==> src/rtl/cam_entry_writer_pkg.sv <==
// Shared constants for the CAM entry writer: command opcodes, response
// status codes and the control FSM state encoding.
package cam_pkg;

  localparam logic OP_INSERT = 1'b0;
  localparam logic OP_DELETE = 1'b1;

  localparam logic [1:0] ST_OK        = 2'd0;
  localparam logic [1:0] ST_UPDATED   = 2'd1;
  localparam logic [1:0] ST_FULL      = 2'd2;
  localparam logic [1:0] ST_NOT_FOUND = 2'd3;

  typedef enum logic [1:0] {
    IDLE   = 2'd0,
    SCAN   = 2'd1,
    COMMIT = 2'd2,
    RESP   = 2'd3
  } state_t;

endpackage

==> src/rtl/cam_entry_writer_if.sv <==
// Command/response channel of the CAM entry writer. The master issues
// insert/delete commands; the slave (the writer) returns one status strobe each.
interface cam_entry_writer_if #(
  parameter int KEY_W = 4,
  parameter int VAL_W = 4,
  parameter int IDX_W = 3
) ();

  logic             cmd_vld;
  logic             cmd_rdy;
  logic             cmd_op;
  logic [KEY_W-1:0] cmd_key;
  logic [VAL_W-1:0] cmd_val;
  logic             rsp_vld;
  logic [1:0]       rsp_status;
  logic [IDX_W-1:0] rsp_idx;

  modport master (
    output cmd_vld, cmd_op, cmd_key, cmd_val,
    input  cmd_rdy, rsp_vld, rsp_status, rsp_idx
  );

  modport slave (
    input  cmd_vld, cmd_op, cmd_key, cmd_val,
    output cmd_rdy, rsp_vld, rsp_status, rsp_idx
  );

endinterface

==> src/rtl/cam_entry_writer.sv <==
// Control-plane writer for the CAM entry table: scans all entries for a key hit
// and the lowest free slot, commits one insert/delete, and returns a status.
module cam_entry_writer
  import cam_pkg::*;
#(
  parameter int KEY_W = 4,
  parameter int VAL_W = 4,
  parameter int DEPTH = 8
) (
  input  logic                   clk,
  input  logic                   reset,
  cam_entry_writer_if.slave      cmd_if,
  output logic [DEPTH-1:0]       tbl_valid,
  output logic [DEPTH*KEY_W-1:0] tbl_key,
  output logic [DEPTH*VAL_W-1:0] tbl_val,
  output logic                   tbl_busy
);

  localparam int IDX_W = $clog2(DEPTH);
  localparam logic [IDX_W-1:0] LAST_IDX = IDX_W'(DEPTH - 1);

  state_t           state_reg;
  logic [DEPTH-1:0] valid_reg;
  logic [KEY_W-1:0] key_reg [DEPTH];
  logic [VAL_W-1:0] val_reg [DEPTH];

  logic             op_reg;
  logic [KEY_W-1:0] lkey_reg;
  logic [VAL_W-1:0] lval_reg;
  logic [IDX_W-1:0] ptr_reg;
  logic             hit_reg;
  logic [IDX_W-1:0] hit_idx_reg;
  logic             free_reg;
  logic [IDX_W-1:0] free_idx_reg;

  logic             rdy_reg;
  logic             rsp_vld_reg;
  logic [1:0]       status_reg;
  logic [IDX_W-1:0] rsp_idx_reg;
  logic             busy_reg;

  logic scan_hit;
  logic scan_free;

  assign scan_hit  = valid_reg[ptr_reg] && (key_reg[ptr_reg] == lkey_reg);
  assign scan_free = !valid_reg[ptr_reg];

  always_ff @(posedge clk or negedge reset) begin
    if (!reset) begin
      state_reg    <= IDLE;
      valid_reg    <= '0;
      for (int i = 0; i < DEPTH; i++) begin
        key_reg[i] <= '0;
        val_reg[i] <= '0;
      end
      op_reg       <= OP_INSERT;
      lkey_reg     <= '0;
      lval_reg     <= '0;
      ptr_reg      <= '0;
      hit_reg      <= 1'b0;
      hit_idx_reg  <= '0;
      free_reg     <= 1'b0;
      free_idx_reg <= '0;
      rdy_reg      <= 1'b1;
      rsp_vld_reg  <= 1'b0;
      status_reg   <= ST_OK;
      rsp_idx_reg  <= '0;
      busy_reg     <= 1'b0;
    end else begin
      case (state_reg)
        IDLE: begin
          rsp_vld_reg <= 1'b0;
          if (cmd_if.cmd_vld && rdy_reg) begin
            op_reg    <= cmd_if.cmd_op;
            lkey_reg  <= cmd_if.cmd_key;
            lval_reg  <= cmd_if.cmd_val;
            ptr_reg   <= '0;
            hit_reg   <= 1'b0;
            free_reg  <= 1'b0;
            rdy_reg   <= 1'b0;
            busy_reg  <= 1'b1;
            state_reg <= SCAN;
          end
        end

        // Full sweep every time, first match wins for both searches.
        SCAN: begin
          if (!hit_reg && scan_hit) begin
            hit_reg     <= 1'b1;
            hit_idx_reg <= ptr_reg;
          end
          if (!free_reg && scan_free) begin
            free_reg     <= 1'b1;
            free_idx_reg <= ptr_reg;
          end
          ptr_reg <= ptr_reg + 1'b1;
          if (ptr_reg == LAST_IDX) begin
            state_reg <= COMMIT;
          end
        end

        // Hit takes priority over free so a key is never duplicated.
        COMMIT: begin
          rsp_vld_reg <= 1'b1;
          busy_reg    <= 1'b0;
          state_reg   <= RESP;
          if (op_reg == OP_INSERT) begin
            if (hit_reg) begin
              val_reg[hit_idx_reg] <= lval_reg;
              status_reg           <= ST_UPDATED;
              rsp_idx_reg          <= hit_idx_reg;
            end else if (free_reg) begin
              valid_reg[free_idx_reg] <= 1'b1;
              key_reg[free_idx_reg]   <= lkey_reg;
              val_reg[free_idx_reg]   <= lval_reg;
              status_reg              <= ST_OK;
              rsp_idx_reg             <= free_idx_reg;
            end else begin
              status_reg  <= ST_FULL;
              rsp_idx_reg <= '0;
            end
          end else begin
            if (hit_reg) begin
              valid_reg[hit_idx_reg] <= 1'b0;
              status_reg             <= ST_OK;
              rsp_idx_reg            <= hit_idx_reg;
            end else begin
              status_reg  <= ST_NOT_FOUND;
              rsp_idx_reg <= '0;
            end
          end
        end

        RESP: begin
          rsp_vld_reg <= 1'b0;
          rdy_reg     <= 1'b1;
          state_reg   <= IDLE;
        end

        default: begin
          state_reg <= IDLE;
        end
      endcase
    end
  end

  assign cmd_if.cmd_rdy    = rdy_reg;
  assign cmd_if.rsp_vld    = rsp_vld_reg;
  assign cmd_if.rsp_status = status_reg;
  assign cmd_if.rsp_idx    = rsp_idx_reg;
  assign tbl_busy          = busy_reg;
  assign tbl_valid         = valid_reg;

  genvar gi;
  generate
    for (gi = 0; gi < DEPTH; gi++) begin : g_flat
      assign tbl_key[gi*KEY_W +: KEY_W] = key_reg[gi];
      assign tbl_val[gi*VAL_W +: VAL_W] = val_reg[gi];
    end
  endgenerate

endmodule

==> src/flat_wrapper.sv <==
// flat-port wrapper written by rule: the top's interface ports become plain ports
module cam_entry_writer_flat import cam_pkg::*;
#(
  parameter int KEY_W = 4,
  parameter int VAL_W = 4,
  parameter int DEPTH = 8
)
  (clk, reset, tbl_valid, tbl_key, tbl_val, tbl_busy, cmd_if_cmd_vld, cmd_if_cmd_op, cmd_if_cmd_key, cmd_if_cmd_val, cmd_if_cmd_rdy, cmd_if_rsp_vld, cmd_if_rsp_status, cmd_if_rsp_idx);
  cam_entry_writer_if #(.KEY_W(KEY_W), .VAL_W(VAL_W), .IDX_W((3))) cmd_if_i ();
  input  logic clk;
  input  logic reset;
  output logic [DEPTH-1:0] tbl_valid;
  output logic [DEPTH*KEY_W-1:0] tbl_key;
  output logic [DEPTH*VAL_W-1:0] tbl_val;
  output logic tbl_busy;
  input wire logic [$bits(cmd_if_i.cmd_vld)-1:0] cmd_if_cmd_vld;
  input wire logic [$bits(cmd_if_i.cmd_op)-1:0] cmd_if_cmd_op;
  input wire logic [$bits(cmd_if_i.cmd_key)-1:0] cmd_if_cmd_key;
  input wire logic [$bits(cmd_if_i.cmd_val)-1:0] cmd_if_cmd_val;
  output wire logic [$bits(cmd_if_i.cmd_rdy)-1:0] cmd_if_cmd_rdy;
  output wire logic [$bits(cmd_if_i.rsp_vld)-1:0] cmd_if_rsp_vld;
  output wire logic [$bits(cmd_if_i.rsp_status)-1:0] cmd_if_rsp_status;
  output wire logic [$bits(cmd_if_i.rsp_idx)-1:0] cmd_if_rsp_idx;
  assign cmd_if_i.cmd_vld = cmd_if_cmd_vld;
  assign cmd_if_i.cmd_op = cmd_if_cmd_op;
  assign cmd_if_i.cmd_key = cmd_if_cmd_key;
  assign cmd_if_i.cmd_val = cmd_if_cmd_val;
  assign cmd_if_cmd_rdy = cmd_if_i.cmd_rdy;
  assign cmd_if_rsp_vld = cmd_if_i.rsp_vld;
  assign cmd_if_rsp_status = cmd_if_i.rsp_status;
  assign cmd_if_rsp_idx = cmd_if_i.rsp_idx;
  cam_entry_writer #(.KEY_W(KEY_W), .VAL_W(VAL_W), .DEPTH(DEPTH)) u_core (.clk(clk), .reset(reset), .cmd_if(cmd_if_i), .tbl_valid(tbl_valid), .tbl_key(tbl_key), .tbl_val(tbl_val), .tbl_busy(tbl_busy));
endmodule
==> config.mk <==
export PLATFORM = sky130hd
export DESIGN_NAME = cam_entry_writer_flat
export DESIGN_NICKNAME = d
export VERILOG_FILES = /design/src/rtl/cam_entry_writer_pkg.sv /design/src/rtl/cam_entry_writer_if.sv /design/src/rtl/cam_entry_writer.sv /design/src/flat_wrapper.sv
export SDC_FILE = /design/constraint.sdc
export NUM_CORES = 1
export LEC_CHECK = 0
export ABC_AREA = 1
export CORE_MARGIN = 2
export CORE_UTILIZATION = 48
export DETAILED_ROUTE_END_ITERATION = 7
export GPL_ROUTABILITY_DRIVEN = 1
export PLACE_DENSITY = 0.72
export SLEW_MARGIN = 20
export SYNTH_ARGS = -nofsm -noshare
export SYNTH_HDL_FRONTEND = slang
export SYNTH_SLANG_ARGS = --single-unit
==> constraint.sdc <==
create_clock -name clk -period 3.25 [get_ports clk]
set_input_delay 0.4875 -clock clk [delete_from_list [all_inputs] [get_ports clk]]
set_output_delay 0.4875 -clock clk [all_outputs]
set_load 0.01 [all_outputs]
# --- After elaboration in Yosys (flattened, before gate mapping) ---
# Cells that the tools add are included.
word_totals:
  reg_bits: 102
  inputBits: 12
  out_inout_bits: 80
  word_cells: 135
classes:
  add_sub_neg: 1
  magnitude_cmp: 10
  n_eq_ne: 11
  n_mux: 44
  bitwise_logic: 8
  reduce_logical: 30
ops:
  columns: ["operator", "count"]
  rows:
  - ["$bwmux W32", 3]
  - ["$mux W32", 2]
  - ["$mux W8", 4]
  - ["$demux W4 S3", 2]
  - ["$mux W4", 4]
  - ["$mux W3", 5]
  - ["$reduce_and A2 Y1", 7]
  - ["$bmux W4 S3", 1]
  - ["$ge A4 B4 Y1 const B", 3]
  - ["$lt A3 B4 Y1 const B", 3]
  - ["$mux W2", 6]
  - ["$not A3 Y4", 3]
  - ["$ne A2 B1 Y1 const B", 5]
  - ["$pmux W1 S2", 5]
  - ["$reduce_bool A2 Y1", 5]
  - ["$reduce_and A3 Y1", 3]
  - ["$and A8 B8 Y8", 1]
  - ["$logic_and A1 B1 Y1", 8]
  - ["$lt A4 B1 Y1 const B", 2]
  - ["$not A8 Y8", 1]
  - ["$or A8 B8 Y8", 1]
  - ["$pmux W2 S4", 1]
  - ["$reduce_and A4 Y1", 2]
  - ["$mux W1", 7]
  - ["other kinds (14)", 20]

# --- Depth between registers and ports, before layout ---
# Gate-level depths: netlist of run 1.
logic_depth:
  word_depth: 9
  ltp_mapped: 13
  ltp_nobuf: 12

# --- Least setup slack after synthesis of run 1 ---
# No wires, ideal clock.
synth_timing:
  path_kind: "register to register"
  from: "reg u_core.state_reg[0]"
  to: "reg u_core.val_reg, in the netlist u_core.tbl_val[4]"
  setup_ns: 0.137
  arrival_ns: 1.585
  t_required_ns: 3.113
  slack_ns: 1.529
  path_stages_with_launch: 11
  n_path_buf: 1
  synth_period_minus_slack_ns: 1.721
  cell_sequence: "dfrtp_1 inv_1 ha_1 buf_4 inv_2 nor3_4 inv_2 a21oi_1 o21ai_1 nand2_1 o21ai_0"
synth_via:
  elab_chain_len: 2
synth_lines:
  columns: ["item", "line_no", "rtl"]
  rows:
  - ["start, declared", "cam_entry_writer.sv:22", "state_t state_reg;"]
  - ["start signal, assigned", "cam_entry_writer.sv:50", "state_reg <= IDLE;"]
  - ["start signal, assigned", "cam_entry_writer.sv:82", "state_reg <= SCAN;"]
  - ["start signal, assigned", "cam_entry_writer.sv:98", "state_reg <= COMMIT;"]
  - ["$eq A2 B2 Y1", "cam_entry_writer.sv:70", "case (state_reg)"]
  - ["$reduce_and A3 Y1 (no line)", null, null]
  - ["end signal, assigned by index", "cam_entry_writer.sv:109", "val_reg[hit_idx_reg] <= lval_reg;"]
  - ["end signal, assigned by index", "cam_entry_writer.sv:115", "val_reg[free_idx_reg] <= lval_reg;"]
  - ["end, declared", "cam_entry_writer.sv:25", "logic [VAL_W-1:0] val_reg [DEPTH];"]
# Every way passes these cells.
# A chain may end at the register's enable or synchronous reset.

# --- Worst setup path in the final report of run 1 ---
layout_timing:
  from: "reg u_core.state_reg[0]"
  to: "reg u_core.val_reg, in the netlist u_core.tbl_val[2]"
# Same word-level chain as after synthesis.

==> results of run 1 <==
## cell type report
class                           count  share of cell area
Sequential cell                   102              0.4294
Multi-Input combinational cell    384              0.3097
Timing Repair Buffer               94              0.1586
Inverter                           65             0.04145
Tap cell                          133             0.02798
Clock buffer                       10             0.02314
Clock inverter                      5            0.009678
## worst max-delay path, cell delays in order (launching register included)
cell and delay [ns]:
dfrtp_1 0.43, inv_1 0.15, ha_1 0.41, inv_2 0.18
nor3_4 0.34, inv_2 0.11, a21oi_1 0.12, o21ai_1 0.20
nand2_1 0.11, o21ai_0 0.09
## power by group through the flow
| stage | Sequential, mW | Clock [mW] | Combinational, mW |
|---|---|---|---|
| final | 2.14 | 0.812 | 2.52 |
| after global routing | 2.20 | 0.874 | 2.83 |
| after CTS | 2.14 | 0.828 | 2.52 |
| after detailed placement | 2.16 | 0 | 2.51 |
| after global placement | 2.14 | 0 | 2.48 |
| after floorplan | 2.16 | 0 | 1.39 |
## routing by layer
metal,routed length (µm),part of all wire,vias up,global-route usage
met4,131,0.011,0,0.04960
met1,5939,0.49,1967,0.3763
met3,639,0.053,11,0.03661
met2,5436,0.45,135,0.3492
met5,0,0,-,0
li1,-,-,2019,-
## through the flow
stage / hold slack (ns) / instance area (µm²)
after CTS: 0.1490 / 5947
after global placement: 0.4607 / 5752
after floorplan: 0.1919 / 4715
final: 0.1244 / 5947
after global routing: 0.1628 / 5947
after detailed placement: 0.4719 / 5752
## worst min path at each step
stage | from | endpoint | slack (ns) | cells after the start
after floorplan | reset | u_core.cmd_if.rsp_idx[0] | 0.19 | 0
after global placement | u_core.cmd_if.rsp_status[0] | u_core.cmd_if.rsp_status[0] | 0.46 | 2
after detailed placement | u_core.tbl_val[30] | u_core.tbl_val[30] | 0.47 | 2
after CTS | reset | u_core.tbl_val[26] | 0.15 | 1
after global routing | reset | u_core.tbl_val[25] | 0.16 | 1
final | reset | u_core.tbl_val[25] | 0.12 | 1
## logic make-up after synthesis
kind of cell               synth area share
AOI/OAI and AO/OA                    0.1377
adders and majority gates           0.02389
buffers and inverters               0.06874
DFF                                  0.5417
and+or+nand+nor                      0.2280
## Yosys cell counts (2+ instances only)
cell type / number
nor3_1: 16
a21oi_1: 19
ha_1: 9
nand3_2: 3
nand2_2: 4
nor2_1: 20
o211ai_1: 6
nand4_1: 5
dfrtp_1: 101
clkbuf_2: 2
o21ai_0: 89
nand3_1: 34
buf_4: 3
a2bb2oi_1: 2
o21ai_1: 4
inv_1: 59
buf_6: 3
clkbuf_1: 3
inv_2: 5
nand2_1: 164
nor2_2: 4
==> results.py, run 1 <==
metrics = {
    "status": {
        "status": "finished, final reports clean",
    },
    "yosys": {
        "number_of_flops_mapped_to_enable_cells_by_yosys": 0,
        "postSynth.topFlopCell": "dfrtp_1",
        "netlist-cell-type-count": 28,
        "yosysWarningCount": 0,
        "leading_post_synthesis_cells_by_cell_area": "dfrtp_1, nand2_1, o21ai_0, inv_1, nand3_1",
        "netlist.area_leader.share": 0.5361,
        "ys_async_sr_fraction": 1.000,
        "avgSynthCellArea_um2": 8.389,
        "post_synth_instance_area_um2": 4715,
        "seq_area_frac_synth": 0.5417,
        "synth.net_count": 583,
        "netlist.top_cell.by_area": "dfrtp_1",
        "syn-instance-count": 562,
        "ys_seq_elements": 102,
    },
    "clock_tree": {
        "cts_buffers": 9,
        "cts_buffer_depth": 2,
        "cts.clk_slew.worst_paths_ns": 0.09,
        "post_cts.resized_instances": 0,
        "cts.htree.levels": 3,
        "tritoncts_clock_tree": "yes",
        "clock-sinks": 102,
        "cts-hold-fix-buffers": 0,
        "number_of_setup_buffers_added_after_cts": 0,
        "clock-root-buffer": "clkbuf_8",
        "worst_skew_pair.late_latency_ns": 0.36,
    },
    "grt": {
        "grt_pass1_wl_mm": 19.46,
        "grt_start_max_net_pins": 55,
        "first_global_vias": 3790,
        "initial_antenna_violation_count": 0,
        "grt_use_total": 0.2385,
        "grt_overflow_total": 0,
    },
    "power_and_ir_drop": {
        "swShare": 0.4231,
        "internal_power_mw": 3.159,
        "post-layout-total-power_mw": 5.475,
        "pwr-share-seq": 0.391,
        "ir_worst_vdd_mv": 0.4838,
        "cellPowerDensity_nw_per_um2": 920.6,
        "clock_power_share": 0.148,
        "p_leak_nw": 2.700,
        "comb_power_share": 0.461,
        "sw_power_mw": 2.316,
    },
    "worst_setup_path": {
        "cp-startpoint": "u_core.state_reg[0]",
        "worst_r2r_startpoint": "u_core.state_reg[0]",
        "reg2reg_to": "u_core.tbl_val[2]",
        "timing.critical_path.fanout_max": 9,
        "ff2ff_setup_slack_ns": 0.96,
        "crit_path_required_time_ns": 3.47,
        "critical_path.endpoint": "u_core.tbl_val[2]",
        "crit_type": "register to register",
        "timing.critical_path.from_type": "register",
        "r2r_cells": 9,
        "worst-endpoint-arrival_ns": 2.50,
        "timing.critical_path.to_type": "register",
    },
    "layout": {
        "finalCoreUtilization": 0.6170,
        "regArea_um2": 2554,
        "areaGrowthSynthToFinish_pct": 26.14,
        "post_route_cells_drive_above_1_share": 0.06212,
        "layout_common_cells": "nand2_1, dfrtp_1, clkdlybuf4s50_1",
        "multi_input_area_um2": 1842,
        "final_cell_count_no_fill": 793,
        "filler_cell_count": 907,
        "final_net_count": 677,
        "antenna_cells_inserted": 0,
        "mostFrequentLayoutCell": "nand2_1",
    },
    "floorplanning": {
        "rows": 36,
        "fp.dieH_um": 103.1,
        "floorplan.core_area_um2": 9639,
        "dieWidth_um": 103.1,
        "start_util": 0.4891,
        "num_io_pins": 92,
        "area_of_the_die_um2": 10630,
    },
    "drt": {
        "drt_wl_total_mm": 12.15,
        "detail_route.drc_violations": 0,
        "vias_per_inst": 5.211,
        "number_of_iterations_in_the_first_detailed_routing_pass": 5,
        "postRouteAntennaNets": 0,
        "drt_first_iter_violations": 261,
        "via_count": 4132,
        "detail_route.wl_per_cell_um": 15.32,
    },
    "sta": {
        "finalSetupViolCount": 0,
        "fin_crit_sh": 0.7032,
        "final.setup.worst_slack_ns": 0.9645,
        "timing.setup.tns_ns": 0,
        "timing.final.max_slew_violations": 0,
        "worst_slew_pin_slew_ns": 0.9855,
        "skew_ns": 0.01471,
        "finalWorstPathRequiredPeriod_ns": 2.285,
        "rsz0062_at_grt": "no",
        "slew_headroom": 0.3430,
        "clock.fmax_mhz": 437.5,
        "report.final.hold_viol_count": 0,
    },
    "placed_design": {
        "dpl_worst_slack_ns": 0.9795,
        "place.detailed.hpwl_mm": 9.060,
        "count_of_input_and_output_buffers": 91,
        "gp_congestion": 0.9369,
        "total_placed_cells_including_tap_cells": 778,
    },
    "hold_path": {
        "hold_path_class": "input pin to async pin",
    },
    "job": {
        "maxCapViolations": 0,
    },
}
No activity file was read; power rests on OpenSTA's default activity.
==> run 2, diff against run 1 <==
==> constraint.sdc (replaced) <==
create_clock -name clk -period 2.4 [get_ports clk]
set_input_delay 0.36 -clock clk [delete_from_list [all_inputs] [get_ports clk]]
set_output_delay 0.36 -clock clk [all_outputs]
set_load 0.01 [all_outputs]
==> run 2 against run 1 <==
Effect of this change: power is 37% higher; clock power is 34% higher; flip-flop and latch count is the same; first-iteration DRC count shrank 13%; non-clock buffer count grew 6; hold slack improved by 0.36 ns; combinational power up 41%; design area increased by 1.1%; critical endpoint is now u_core.tbl_val[10]; largest cell class unchanged; highest routed layer unchanged.
==> results.py, run 2 (same netlist as run 1, synthesis figures left out) <==
metrics = {
    "status": {
        "status": "finished, final reports clean",
    },
    "drt": {
        "drt_wl_total_mm": 12.06,
        "vias_per_inst": 5.246,
        "detail_route.drc_violations": 0,
        "drt_first_iter_violations": 227,
        "number_of_iterations_in_the_first_detailed_routing_pass": 4,
        "via_count": 4197,
        "detail_route.wl_per_cell_um": 15.08,
        "postRouteAntennaNets": 0,
    },
    "hold_path": {
        "holdCritStartpoint": "u_core.cmd_if.rsp_status[0]",
        "hold_path_class": "register to register",
    },
    "layout": {
        "areaGrowthSynthToFinish_pct": 27.47,
        "antenna_cells_inserted": 0,
        "layout_common_cells": "nand2_1, dfrtp_1, clkdlybuf4s50_1",
        "final_net_count": 683,
        "mostFrequentLayoutCell": "nand2_1",
        "post_route_cells_drive_above_1_share": 0.06897,
    },
    "floorplanning": {
        "dieWidth_um": 103.1,
        "num_io_pins": 92,
        "area_of_the_die_um2": 10630,
        "fp.dieH_um": 103.1,
        "start_util": 0.4891,
        "rows": 36,
        "floorplan.core_area_um2": 9639,
    },
    "sta": {
        "skew_ns": 0.01298,
        "finalWorstPathRequiredPeriod_ns": 1.920,
        "report.final.hold_viol_count": 0,
        "timing.setup.tns_ns": 0,
        "worst_slew_pin_slew_ns": 0.5618,
        "finalSetupViolCount": 0,
        "final.hold.worst_slack_ns": 0.4866,
        "slew_headroom": 0.6226,
        "timing.final.max_slew_violations": 0,
        "rsz0062_at_grt": "no",
        "clock.fmax_mhz": 521.0,
        "fin_crit_sh": 0.7998,
    },
    "power_and_ir_drop": {
        "ir_worst_vdd_mv": 0.6518,
        "p_leak_nw": 2.719,
        "cellPowerDensity_nw_per_um2": 1247,
    },
    "worst_setup_path": {
        "cp_top_delay_family": "simple AND/OR/NAND/NOR gates",
        "buffering_stage_count_on_the_worst_path_with_inverters_included": 3,
        "critPathMaxStageDelay_ns": 0.42,
        "critPathMostFrequentCell": "inv_2",
        "timing.critical_path.fanout_max": 8,
        "crit_type": "register to register",
        "timing.critical_path.to_type": "register",
        "worst-endpoint-arrival_ns": 2.15,
        "timing.critical_path.from_type": "register",
        "cell_chain_critical_path": "inv_1, ha_1, inv_2, nor3_4, inv_2, a21oi_1, o21ai_1, nand2_1, o21ai_0",
        "cp-startpoint": "u_core.state_reg[0]",
        "worst_r2r_startpoint": "u_core.state_reg[0]",
        "critical-path-slowest-cell": "dfrtp_1",
        "crit_path_required_time_ns": 2.63,
    },
    "clock_tree": {
        "worst_skew_pair.late_latency_ns": 0.36,
        "clock-root-buffer": "clkbuf_8",
        "number_of_setup_buffers_added_after_cts": 0,
        "cts_buffer_depth": 2,
        "cts.clk_slew.worst_paths_ns": 0.10,
        "clock-sinks": 102,
        "cts-hold-fix-buffers": 1,
        "cts.htree.levels": 3,
        "cts_buffers": 9,
        "tritoncts_clock_tree": "yes",
        "post_cts.resized_instances": 0,
    },
    "grt": {
        "grt_use_total": 0.2365,
        "initial_antenna_violation_count": 0,
        "first_global_vias": 3941,
        "grt_overflow_total": 0,
        "grt_pass1_wl_mm": 19.41,
        "grt_start_max_net_pins": 61,
    },
    "placed_design": {
        "place.detailed.hpwl_mm": 8.996,
        "gp_congestion": 0.9325,
        "count_of_input_and_output_buffers": 91,
    },
    "job": {
        "maxCapViolations": 0,
    },
}
[run 2: final timing paths]
| kind | endpoint | slack (ns) | cells past startpoint |
|---|---|---|---|
| min reg2reg | u_core.cmd_if.rsp_status[0] | 0.49 | 2 |
| min | u_core.cmd_if.rsp_status[0] | 0.49 | 2 |
| max | u_core.tbl_val[10] | 0.48 | 9 |
| max reg2reg | u_core.tbl_val[10] | 0.48 | 9 |
| min in group asynchronous | u_core.lval_reg[1] | 0.52 | 2 |
| max in group asynchronous | u_core.cmd_if.cmd_rdy | 1.15 | 3 |
[run 2: cell type report]
| class | instances | area [µm²] |
|---|---|---|
| inverters | 65 | 246.5 |
| fillers | 882 | 3630 |
| clock inverters | 6 | 70.07 |
| flip-flops and latches | 102 | 2554 |
| clock buffers | 10 | 127.6 |
| repair buffers | 100 | 1003 |
| multi-input cells | 384 | 1842 |
| well taps | 133 | 166.4 |
[run 2: layer usage]
metal	vias to the layer above	track usage	routed length, µm
li1	2038	-	-
met1	1980	0.3511	5671
met2	162	0.3576	5461
met3	17	0.04339	755
met4	0	0.06579	174
met5	-	0	0
[run 2: power breakdown]
group	switching [mW]	total, mW	internal (mW)
Combinational	2.04	3.56	1.52
Clock	0.604	1.09	0.488
Sequential	0.526	2.85	2.32
[run 2: worst register-to-register path, delay by kind of cell, from the launching register on]
kind                     cells  cell delay [ns]
AO/OA/AOI/OAI                3             0.41
buffers and inverters        3             0.34
AND/OR/NAND/NOR              2             0.43
adder cells (fa/ha/maj)      1             0.20
flip-flops                   1             0.42
[run 2: stage by stage]
| step | worst slack, ns | std cells | utilization | power (mW) | area (µm²) |
|---|---|---|---|---|---|
| after detailed placement | 0.4936 | 783 | 0.6019 | 6.405 | 5802 |
| final | 0.4805 | 800 | 0.6234 | 7.495 | 6010 |
| after global routing | 0.2433 | 800 | 0.6234 | 8.079 | 6010 |
| after floorplan | 0.6786 | 562 | - | 4.797 | 4715 |
| after global placement | 0.5649 | 783 | 0.6019 | 6.311 | 5802 |
| after CTS | 0.4969 | 800 | 0.6234 | 7.511 | 6010 |
